`src/rtl/pipe_pkg.sv`:
```
// pipe_pkg: shared types, control constants and limits for pipe_ctrl.
// Forwarding is enabled by defining PIPE_CTRL_FORWARDING_EN.
package pipe_pkg;

  localparam int MIN_STAGES = 5;
  localparam int MAX_STAGES = 8;
  localparam int MAX_REG_AW = 8;

  localparam int FW_SEL_RF = 0;

  typedef logic [MAX_REG_AW-1:0] regAddr_t;

  typedef struct packed {
    logic     valid;
    regAddr_t dest;
    logic     wbEn;
    logic     memREn;
  } shadowEntry_t;

  typedef struct packed {
    regAddr_t src1;
    regAddr_t src2;
  } exeSrc_t;

  typedef struct packed {
    logic pcEn;
    logic ifIdEn;
    logic ifIdFlush;
    logic idExBubble;
    logic pipeEn;
  } pipeCtrl_t;

  localparam shadowEntry_t NOP_ENTRY = '0;
  localparam exeSrc_t      NOP_SRC   = '0;

  localparam pipeCtrl_t CTRL_RESET = '{
    pcEn:       1'b0,
    ifIdEn:     1'b0,
    ifIdFlush:  1'b1,
    idExBubble: 1'b1,
    pipeEn:     1'b1
  };

  localparam pipeCtrl_t CTRL_FREEZE = '{
    pcEn:       1'b0,
    ifIdEn:     1'b0,
    ifIdFlush:  1'b0,
    idExBubble: 1'b0,
    pipeEn:     1'b0
  };

  localparam pipeCtrl_t CTRL_BRANCH = '{
    pcEn:       1'b1,
    ifIdEn:     1'b1,
    ifIdFlush:  1'b1,
    idExBubble: 1'b1,
    pipeEn:     1'b1
  };

  localparam pipeCtrl_t CTRL_STALL = '{
    pcEn:       1'b0,
    ifIdEn:     1'b0,
    ifIdFlush:  1'b0,
    idExBubble: 1'b1,
    pipeEn:     1'b1
  };

  localparam pipeCtrl_t CTRL_RUN = '{
    pcEn:       1'b1,
    ifIdEn:     1'b1,
    ifIdFlush:  1'b0,
    idExBubble: 1'b0,
    pipeEn:     1'b1
  };

  function automatic bit paramsOk(
    input int numStages,
    input int regAw
  );
    return (numStages >= MIN_STAGES) &&
           (numStages <= MAX_STAGES) &&
           (regAw >= 1) &&
           (regAw <= MAX_REG_AW);
  endfunction

endpackage

```
`src/rtl/pipe_ctrl_shadow.sv`:
```
// pipe_ctrl_shadow: in-flight instruction scoreboard, EXE..WB.
// Holds when en is low; inserts a NOP entry when bubble is set.
module pipe_ctrl_shadow
  import pipe_pkg::*;
#(
  parameter int DEPTH = 3
) (
  input  logic         clk,
  input  logic         rst,
  input  logic         en,
  input  logic         bubble,
  input  shadowEntry_t newEntry,
  input  exeSrc_t      newSrc,
  output shadowEntry_t entries [DEPTH],
  output exeSrc_t      exeSrc
);

  always_ff @(posedge clk) begin
    if (!rst) begin
      for (int k = 0; k < DEPTH; k++) begin
        entries[k] <= NOP_ENTRY;
      end
      exeSrc <= NOP_SRC;
    end else if (en) begin
      entries[0] <= bubble ? NOP_ENTRY : newEntry;
      exeSrc     <= bubble ? NOP_SRC : newSrc;
      for (int k = 1; k < DEPTH; k++) begin
        entries[k] <= entries[k-1];
      end
    end
  end

endmodule

```
`src/rtl/pipe_ctrl.sv`:
```
// pipe_ctrl: hazard, stall/flush and forwarding control for NUM_STAGES.
// Define PIPE_CTRL_FORWARDING_EN to enable EXE operand forwarding.
module pipe_ctrl
  import pipe_pkg::*;
#(
  parameter  int NUM_STAGES = 5,
  parameter  int REG_AW     = 5,
  localparam int FW_W       = $clog2(NUM_STAGES-2)
) (
  input  logic              clk,
  input  logic              rst,
  input  logic              id_valid,
  input  logic [REG_AW-1:0] id_src1,
  input  logic [REG_AW-1:0] id_src2,
  input  logic              id_src1_used,
  input  logic              id_src2_used,
  input  logic [REG_AW-1:0] id_dest,
  input  logic              id_wb_en,
  input  logic              id_mem_r_en,
  input  logic              br_taken,
  input  logic              mem_busy,
  output logic              pc_en,
  output logic              if_id_en,
  output logic              if_id_flush,
  output logic              id_ex_bubble,
  output logic              pipe_en,
  output logic              hazard,
  output logic [FW_W-1:0]   fwd_src1_sel,
  output logic [FW_W-1:0]   fwd_src2_sel
);

  localparam int D = NUM_STAGES - 2;

  if (!paramsOk(NUM_STAGES, REG_AW)) begin : gBadParams
    $error("pipe_ctrl: unsupported NUM_STAGES or REG_AW");
  end

  shadowEntry_t entries [D];
  exeSrc_t      exeSrc;
  shadowEntry_t newEntry;
  exeSrc_t      newSrc;
  regAddr_t     src1Ext;
  regAddr_t     src2Ext;
  logic         insBubble;
  logic         rawHazard;
  logic         selRst;
  logic         selFreeze;
  logic         selBranch;
  logic         selStall;
  pipeCtrl_t    ctrl;

  assign src1Ext = regAddr_t'(id_src1);
  assign src2Ext = regAddr_t'(id_src2);

  assign newEntry = '{
    valid:  1'b1,
    dest:   regAddr_t'(id_dest),
    wbEn:   id_wb_en,
    memREn: id_mem_r_en
  };

  assign newSrc = '{
    src1: src1Ext,
    src2: src2Ext
  };

  assign insBubble = ctrl.idExBubble | ~id_valid;

  pipe_ctrl_shadow #(
    .DEPTH (D)
  ) uShadow (
    .clk      (clk),
    .rst      (rst),
    .en       (ctrl.pipeEn),
    .bubble   (insBubble),
    .newEntry (newEntry),
    .newSrc   (newSrc),
    .entries  (entries),
    .exeSrc   (exeSrc)
  );

  function automatic logic srcMatch(
    input shadowEntry_t e,
    input regAddr_t     s,
    input logic         used
  );
    return e.valid & e.wbEn & (e.dest == s) &
           (s != '0) & used;
  endfunction

  always_comb begin
    rawHazard = 1'b0;
`ifdef PIPE_CTRL_FORWARDING_EN
    rawHazard = entries[0].memREn &
      (srcMatch(entries[0], src1Ext, id_src1_used) |
       srcMatch(entries[0], src2Ext, id_src2_used));
`else
    // WB is excluded: the register file writes before it is read.
    for (int k = 0; k < D-1; k++) begin
      rawHazard = rawHazard |
        srcMatch(entries[k], src1Ext, id_src1_used) |
        srcMatch(entries[k], src2Ext, id_src2_used);
    end
`endif
  end

  assign selRst    = ~rst;
  assign selFreeze = rst & mem_busy;
  assign selBranch = rst & ~mem_busy & br_taken;
  assign selStall  = rst & ~mem_busy & ~br_taken & rawHazard;

  always_comb begin
    ctrl = CTRL_RUN;
    unique case (1'b1)
      selRst:    ctrl = CTRL_RESET;
      selFreeze: ctrl = CTRL_FREEZE;
      selBranch: ctrl = CTRL_BRANCH;
      selStall:  ctrl = CTRL_STALL;
      default:   ctrl = CTRL_RUN;
    endcase
  end

  assign pc_en        = ctrl.pcEn;
  assign if_id_en     = ctrl.ifIdEn;
  assign if_id_flush  = ctrl.ifIdFlush;
  assign id_ex_bubble = ctrl.idExBubble;
  assign pipe_en      = ctrl.pipeEn;
  assign hazard       = selStall;

`ifdef PIPE_CTRL_FORWARDING_EN
  logic [FW_W-1:0] sel1;
  logic [FW_W-1:0] sel2;

  // Scan oldest to youngest so the youngest producer wins.
  always_comb begin
    sel1 = FW_W'(FW_SEL_RF);
    sel2 = FW_W'(FW_SEL_RF);
    for (int j = D-1; j >= 1; j--) begin
      if (srcMatch(entries[j], exeSrc.src1, 1'b1)) begin
        sel1 = FW_W'(j);
      end
      if (srcMatch(entries[j], exeSrc.src2, 1'b1)) begin
        sel2 = FW_W'(j);
      end
    end
  end

  assign fwd_src1_sel = rst ? sel1 : FW_W'(FW_SEL_RF);
  assign fwd_src2_sel = rst ? sel2 : FW_W'(FW_SEL_RF);
`else
  assign fwd_src1_sel = FW_W'(FW_SEL_RF);
  assign fwd_src2_sel = FW_W'(FW_SEL_RF);
`endif

  logic unusedSink;

  always_comb begin
    unusedSink = 1'b0;
    for (int k = 1; k < D; k++) begin
      unusedSink = unusedSink ^ entries[k].memREn;
    end
`ifndef PIPE_CTRL_FORWARDING_EN
    unusedSink = unusedSink ^ entries[0].memREn ^
                 (^exeSrc) ^ (^entries[D-1]);
`endif
  end

endmodule

```
`config.mk`:
```
export PLATFORM = sky130hd
export DESIGN_NAME = pipe_ctrl
export DESIGN_NICKNAME = d
export VERILOG_FILES = /design/src/rtl/pipe_pkg.sv /design/src/rtl/pipe_ctrl_shadow.sv /design/src/rtl/pipe_ctrl.sv
export SDC_FILE = /design/constraint.sdc
export NUM_CORES = 1
export LEC_CHECK = 0
export BUFFER_PORTS_ARGS = -buffer_cell sky130_fd_sc_hd__clkbuf_2
export CORE_MARGIN = 2
export CORE_UTILIZATION = 30
export CTS_BUF_LIST = sky130_fd_sc_hd__clkbuf_4
export CTS_CLUSTER_DIAMETER = 200
export DETAILED_ROUTE_END_ITERATION = 12
export HOLD_SLACK_MARGIN = 0.05
export MAX_ROUTING_LAYER = met4
export PLACE_DENSITY = 0.54
export SLEW_MARGIN = 40
export SYNTH_ARGS = -nofsm -noshare
export SYNTH_HDL_FRONTEND = slang
export SYNTH_HIERARCHICAL = 1
export SYNTH_SLANG_ARGS = --single-unit
```
`constraint.sdc`:
```
create_clock -name clk -period 2.7 [get_ports clk]
set_clock_uncertainty 0.05 [all_clocks]
set_input_delay 0.54 -clock clk [delete_from_list [all_inputs] [get_ports clk]]
set_output_delay 0.54 -clock clk [all_outputs]
set_load 0.005 [all_outputs]
```
* Word level (Yosys, flattened, before mapping)
Index checks and enable logic that the tools add are counted.
Storage, ports and cells: flip-flop bits (word level) 20, bits in writable memories 0, memories kept 0, word-level logic and storage cells 41, bits in latches 0, output and inout bits 10, bits of input ports 24, ROM bits 0
Cells by class: equal/unequal tests 4, add/subtract/negate cells 0, divide/modulo/power cells 0, reduce and logical (&&, ||, !) cells 2, bitwise operators 27, order comparisons 0, multiplexer cells 2, $mul 0, shift operators 0
Operator list (number):
- 8-bit by 5-bit == test with 1-bit output | 4
- 5-bit case mux with 4 select lines | 1
- 1-bit bitwise AND | 19
- 8-bit nonzero test | 2
- 11-bit 2-to-1 mux | 1
- 1-bit inverter | 4
- 1-bit OR | 4

* Logic depth before layout (Yosys ltp)
Gate-level depths: netlist of run 1.
depth in word-level cells 11, gate-level depth with buffers 8, mapped depth without buffers 7

* Cells and area by module
Netlist of run 1, hierarchy kept.
By module, submodules not included:
- pipe_ctrl_shadow | times used 1, sequential area each 980.9 µm², area each 1929.4 µm², cells each 191
- pipe_ctrl | times used 1, sequential area each 0.0 µm², area each 419.2 µm², cells each 54

* Least setup slack after synthesis of run 1
OpenSTA, ideal clock, no wires.
path kind input -> output, start in id_src1[2], end out pc_en, path buffers 1, data arrival time 1.656 ns, data required time 2.110 ns, stages on the path 5, setup slack 0.454 ns, path through or4_1 o21ai_1 o22ai_1 a21oi_1 buf_4
On the way: word-level cells in the longest chain between the ends 9, elaborated cells on any way between the ends 14, classes of those cells eq/ne: 2; mux: 1; bitwise: 10; reduce/logical: 1
Ends and longest elaborated chain:
- start, declared | line pipe_ctrl.sv:13 | input logic [REG_AW-1:0] id_src1,
- 8-bit by 5-bit == test with 1-bit output | line pipe_ctrl.sv:87 | return e.valid & e.wbEn & (e.dest == s) &
- 1-bit bitwise AND (2 in series) | line pipe_ctrl.sv:87
- 1-bit bitwise AND | line pipe_ctrl.sv:88 | (s != '0) & used;
- 1-bit OR | line pipe_ctrl.sv:101 | srcMatch(entries[k], src1Ext, id_src1_used) |
- 1-bit OR (*) | line pipe_ctrl.sv:100 | rawHazard = rawHazard |
- 1-bit OR (*) | line pipe_ctrl.sv:101
- 1-bit bitwise AND (*) | line pipe_ctrl.sv:110 | assign selStall = rst & ~mem_busy & ~br_taken & rawHazard;
- 5-bit case mux with 4 select lines (*) | line pipe_ctrl.sv:114 | unique case (1'b1)
- end, declared | line pipe_ctrl.sv:22 | output logic pc_en,
Mark *: on every way between the ends. The rest lies on a longest branch, timed or not.

* Worst setup path after layout of run 1
start reg uShadow/entries[29] (netlist name), end out id_ex_bubble
On the way: word-level cells in the longest chain between the ends 9, elaborated cells on any way between the ends 13, classes of those cells eq/ne: 2; mux: 1; bitwise: 10
Ends and longest elaborated chain:
- 8-bit by 5-bit == test with 1-bit output | line pipe_ctrl.sv:87
- 1-bit bitwise AND (2 in series) | line pipe_ctrl.sv:87
- 1-bit bitwise AND | line pipe_ctrl.sv:88
- 1-bit OR (*) | line pipe_ctrl.sv:101
- 1-bit OR (*) | line pipe_ctrl.sv:100
- 1-bit OR (*) | line pipe_ctrl.sv:101
- 1-bit bitwise AND (*) | line pipe_ctrl.sv:110
- 5-bit case mux with 4 select lines (*) | line pipe_ctrl.sv:114
- end, declared | line pipe_ctrl.sv:25 | output logic id_ex_bubble,
Marked as above.

==> results of run 1 <==
## cell type report
cell class                 count  area [sq um]
fill                         417          2670
multi-input combinational    105         743.2
sequential                    20         400.4
timing repair buffer          30         155.1
tap                           50         62.56
clock buffer                   3         22.52
inverter                       1         3.754
## report_power, final
| group | leakage, nW | internal [mW] | total [mW] | switching [mW] |
|---|---|---|---|---|
| Sequential | 0.162 | 0.301 | 0.307 | 0.00607 |
| Clock | 0.0138 | 0.0518 | 0.136 | 0.0844 |
| Combinational | 0.458 | 0.0427 | 0.0907 | 0.0480 |
| Total | 0.633 | 0.395 | 0.534 | 0.138 |
## through the flow
step                setup WS (ns)  util (%)
finish                     0.2457     34.20
global route              0.06980     34.20
CTS                        0.2201     34.20
detailed placement         0.2336     33.64
global placement           0.2886     33.64
floorplan                  0.4537         -
## worst max path at each step
stage                   endpoint                             start  slack [ns]
floorplan                  pc_en                        id_src1[2]        0.45
global placement           pc_en                        id_src2[1]        0.29
detailed placement         pc_en                        id_src2[1]        0.23
CTS                 id_ex_bubble  uShadow/entries[29]$_SDFFE_PN0P_        0.22
global route              hazard  uShadow/entries[29]$_SDFFE_PN0P_        0.07
finish              id_ex_bubble  uShadow/entries[29]$_SDFFE_PN0P_        0.25
## cells in the final DEF, fill, tap and decap left out
cell / n
nand4b_1: 1
nor4_1: 4
nand2_1: 12
inv_1: 1
clkbuf_4: 3
nand3b_1: 11
conb_1: 8
nand2b_4: 1
nand2b_1: 1
clkbuf_2: 28
nor3_1: 1
nor2b_1: 10
or3_4: 1
dfxtp_1: 20
or4_1: 2
mux2i_1: 10
o21ai_0: 4
o22ai_1: 1
buf_4: 2
nor4_2: 2
xor2_1: 20
nor3_2: 1
a22oi_1: 2
nor3b_2: 1
a21oi_1: 1
o211ai_2: 1
o21ai_1: 9
o221a_2: 1
## routing by layer
metal | part of all wire [%] | wire (microns) | vias to the layer above
met5 | 0 | 0 | -
met4 | 0.95 | 24 | 0
met3 | 3.8 | 97 | 2
met2 | 46 | 1171 | 22
met1 | 49 | 1228 | 452
li1 | - | - | 498
## critical path, cell delays in order, from the launching register on
cell and delay [ns]:
dfxtp_1 0.34, or3_4 0.39, nor3_2 0.17, a22oi_1 0.12, o221a_2 0.30, o21ai_1 0.12, clkbuf_2 0.13
==> results.md, run 1 <==
* CP max FO at 3
* DRT iter0 DRCs at 15
* RSZ-0062 raised after global routing: no
* Worst Hold Path EP: uShadow/entries[25]$_SDFFE_PN0P_
* Resized cells post-CTS at 0
* Worst endpoint data arrival time at 1.86 ns
* CTS Buffer Depth at 2
* Crit path kind: flop to primary output
* Worst hold start: id_dest[1]
* CTS sink cnt at 20
* GRT Util Overall at 10.89%
* Critical path launch point type: flop
* Pwr dens at 384.6 mW/mm^2
* Post-DP HPWL at 1983 microns
* Die width at 69.29 microns
* TritonCTS clock tree: done
* Maximum vdd drop at 166.3 uV
* PnR Total Power at 0.5336 mW
* Io pins at 34
* Cell Rows at 23
* Hold Crit Depth at 3
* Reg with most FFs: uShadow/entries
* GRT Residual Overflow at 0
* Clock latency on the worst-skew pair at slightly below 0.3 ns
* Initial antenna violation count at 0
* Max reg flops at 20
* Hold buffer count at cts at 0
* WHS at slightly above 0.4 ns
* Final TNS setup at 0 ns
* Status: completed
* Crit. End Element: primary output
* Vias at 974
* FF-to-FF path depth at 7
* Final Cell Area at 0.001388 sq mm
* First-pass GRT wire length at 4202 microns
* Busiest grt layer: met2
* Vias in the first global route at 960
* Highest clock rate at 0.4075 GHz
* Clk pin slew, worst setup/hold paths at 0.11 ns
* Port bufs at 28
* H-Tree Depth at 1
* Final GP Congestion at 0.7650
* Number of CTS-inserted buffers at 3
* Worst R2R End: uShadow/entries[32]$_SDFFE_PN0P_
* Met1 usage at a little over an eighth
* Placed cells at 206
* P&R area growth vs syn at 8.513%
* Non-filler cells, final at 209
* Initial Util at 31.51%
* Worst r2r src: uShadow/entries[29]$_SDFFE_PN0P_
* Fin. Hold Viols at 0
* Total of max-cap violations at 0
* Post-CTS Setup Bufs at 0
* Cells after Synth at 138
* Final nets at 185
* Overall die area at approximately 0.0048 sq mm
* Antenna violation net count after detailed routing at 0
* Final wirelength at 2522 microns
* Leak Pwr at 0.6332 nW
* Crit path required time at 2.11 ns
* TritonRoute pass-1 iters at 4
* Die H at 69.29 microns
* Largest net degree at the start of global routing at 33
* Min Tclk post-route at 2.454 ns
* Hold crit path type: input port to flop
* Final setup viols at 0
* Max Slew Vio Count at 0
* Placed cell area at 0.001365 sq mm
* Synthesized area at 0.001279 sq mm
* Synth Warn # at 6
* Met2 GRT Util at between 15 and 20%
* Core Box Area at 0.004058 sq mm
* Met3 Resource Use GR at 1.890%
* Share of layout cells above drive strength 1 at 25.79%
* R2r setup slk at approximately 0.75 ns
* Via density at 4.660
* Synth Area per Inst at 9.266 sq um
* Avg WL per Cell at roughly 12 microns
* Antenna diode count at 0
* Final worst-path cycle share at between 90 and 100%
* # DRC at 0
* Largest regs: uShadow/entries x20
* CTS root buffer: clkbuf_4
No activity file was read; power rests on OpenSTA's default activity.
==> run 2, diff against run 1 <==
==> constraint.sdc (replaced) <==
create_clock -name clk -period 2.7 [get_ports clk]
set_clock_uncertainty 0.05 [all_clocks]
set_input_delay 0.135 -clock clk [delete_from_list [all_inputs] [get_ports clk]]
set_output_delay 0.135 -clock clk [all_outputs]
set_load 0.005 [all_outputs]
==> run 2 against run 1 <==
- register-to-register slack is essentially flat
- sequential power is essentially flat
- die area is the same
- setup slack gained 0.36 ns
- via count grew 1.8%
- clock power grew 80%
- utilization grew 2.0 points
- first-iteration DRC count grew 80%
- total power grew 21%
- critical path depth is the same
- non-clock buffer count grew 5
- count of clock-buffer cells in the layout is the same
- critical endpoint unchanged
- largest cell class unchanged
- largest power group unchanged
- highest routed layer unchanged
==> results.md, run 2 (synthesis gave the netlist of run 1 again) <==
* GRT Util Overall at 10.95% (+0.055 points)
* Crit. End Element: primary output
* Share of layout cells above drive strength 1 at 24.85% (-0.94 points)
* Clk pin slew, worst setup/hold paths at 0.12 ns (about the same)
* Share of the core filled with cells at 36.23% (+2.0 points)
* Initial antenna violation count at 0 (unchanged)
* # DRC at 0 (unchanged)
* Number of CTS-inserted buffers at 3 (unchanged)
* Final TNS setup at 0 ns (unchanged)
* Critical path launch point type: flop
* Vias at 992 (+1.8%)
* Crit path kind: flop to primary output
* P&R area growth vs syn at 14.97%
* Max reg flops at 20 (unchanged)
* Fin. Hold Viols at 0 (unchanged)
* TritonRoute pass-1 iters at 4 (unchanged)
* Reg area at 400.4 sq um (unchanged)
* CTS Buffer Depth at 2 (unchanged)
* Max Slew Vio Count at 0 (unchanged)
* CTS sink cnt at 20 (unchanged)
* Worst r2r src: uShadow/entries[29]$_SDFFE_PN0P_
* Antenna violation net count after detailed routing at 0 (unchanged)
* Initial Util at 31.51% (unchanged)
* Final wirelength at 2552 microns (+1.2%)
* CTS root buffer: clkbuf_4
* FF-to-FF path depth at 7 (unchanged)
* Fillers at 421 (+0.96%)
* RSZ-0062 raised after global routing: no
* Status: completed
* Hold crit path type: input port to flop
* R2r setup slk at 0.74 ns (about the same)
* Avg WL per Cell at 11.87 microns (-1.6%)
* Final worst-path cycle share at 77.44% (-13 points)
* Via density at 4.614 (-0.99%)
* Most frequent cells in the layout: 28 x clkbuf_2, 20 x xor2_1, 20 x dfxtp_1
* Port bufs at 28 (unchanged)
* Core Box Area at 0.004058 sq mm (unchanged)
* Maximum vdd drop at 209.2 uV (+26%)
* GRT Residual Overflow at 0 (unchanged)
* Final nets at 190 (+2.7%)
* Die H at 69.29 microns (unchanged)
* Clock latency on the worst-skew pair at 0.30 ns (about the same)
* Final setup viols at 0 (unchanged)
* DRT iter0 DRCs at 27 (+12)
* CP max FO at 3 (unchanged)
* Io pins at 34 (unchanged)
* Antenna diode count at 0 (unchanged)
* Worst R2R End: uShadow/entries[32]$_SDFFE_PN0P_
* Die width at 69.29 microns (unchanged)
* Post-DP HPWL at 1992 microns (+0.47%)
* Commonest non-fill, non-tap cell in the layout: clkbuf_2
* WHS at 0.2270 ns (-0.1782 ns)
* Cell Rows at 23 (unchanged)
* Slew HR at 60.12%
* Crit path required time at 2.52 ns (+0.41 ns)
* Vias in the first global route at 896 (-6.7%)
* Final GP Congestion at 0.7909 (+3.4%)
* Multi-input gate area at 743.2 sq um (unchanged)
* Min Tclk post-route at 2.091 ns (-0.3634 ns)
* Pwr dens at 440.9 mW/mm^2 (+15%)
* Worst Hold Path EP: uShadow/entries[26]$_SDFFE_PN0P_
* Total of max-cap violations at 0 (unchanged)
* Highest clock rate at 0.4783 GHz (+17%)
* Worst endpoint data arrival time at 1.91 ns (+0.05 ns)
* Overall die area at 0.004800 sq mm (unchanged)
* Worst-Margin Slew at roughly 0.6 ns
* Largest regs: uShadow/entries x20
* Hold Crit Depth at 4 (+1)
* Leak Pwr at 0.6676 nW (+5.4%)
* Resized cells post-CTS at 0 (unchanged)
* Worst hold start: id_valid
* First-pass GRT wire length at 4119 microns (-2.0%)
* Post-CTS Setup Bufs at 0 (unchanged)
* H-Tree Depth at 1 (unchanged)
* TritonCTS clock tree: done
* Largest net degree at the start of global routing at 36 (+9.1%)
* Reg with most FFs: uShadow/entries
[run 2: repair_timing]
action,in CTS,in global routing
endpoints found under the hold margin,6,0
hold buffers,6,0
endpoints found under the setup margin,0,0
[run 2: where the power goes]
group	switching (mW)	internal (mW)
clock	0.0949	0.150
sequential	0.00595	0.301
combinational	0.0492	0.0473
[run 2: cell type report]
| cell class | count | share of cell area (%) |
|---|---|---|
| clock buffers | 3 | 1.532 |
| clock inverters | 1 | 2.043 |
| inverters | 1 | 0.2553 |
| multi-input cells | 105 | 50.55 |
| flip-flops and latches | 20 | 27.23 |
| well taps | 50 | 4.255 |
| repair buffers | 35 | 14.13 |
[run 2: through the flow]
stage / total power [mW] / worst slack, ns / cell area (sq um) / std cells
final: 0.6482 / 0.6091 / 1470 / 215
after global routing: 0.6824 / 0.4417 / 1470 / 215
after CTS: 0.6605 / 0.5834 / 1470 / 215
after detailed placement: 0.4041 / 0.7495 / 1358 / 205
after global placement: 0.4009 / 0.7814 / 1358 / 205
after floorplan: 0.3855 / 0.8459 / 1301 / 144
[run 2: critical path, cell delays in order, from the launching register on]
cell	delay [ns]
dfxtp_1	0.35
or3_4	0.39
nor3_2	0.17
a22oi_1	0.12
o221a_2	0.31
o21ai_1	0.12
clkbuf_2	0.14
[run 2: metal layers]
| metal | GRT usage (%) | part of all wire, % | up-vias |
|---|---|---|---|
| met5 | - | 0 | - |
| met4 | 3.922 | 1.3 | 0 |
| met3 | 3.198 | 4.6 | 4 |
| met2 | 17.20 | 46 | 26 |
| met1 | 13.33 | 48 | 449 |
| li1 | - | - | 513 |
[run 2: worst max-delay path by stage]
| stage | from | to | slack [ns] | cells past startpoint |
|---|---|---|---|---|
| floorplan | uShadow/entries[29]$_SDFFE_PN0P_ | uShadow/entries[24]$_SDFFE_PN0P_ | 0.85 | 8 |
| global placement | uShadow/entries[29]$_SDFFE_PN0P_ | uShadow/entries[23]$_SDFFE_PN0P_ | 0.78 | 7 |
| detailed placement | uShadow/entries[29]$_SDFFE_PN0P_ | uShadow/entries[32]$_SDFFE_PN0P_ | 0.75 | 7 |
| CTS | uShadow/entries[29]$_SDFFE_PN0P_ | id_ex_bubble | 0.58 | 6 |
| global route | uShadow/entries[14]$_SDFFE_PN0P_ | id_ex_bubble | 0.44 | 6 |
| finish | uShadow/entries[29]$_SDFFE_PN0P_ | id_ex_bubble | 0.61 | 6 |
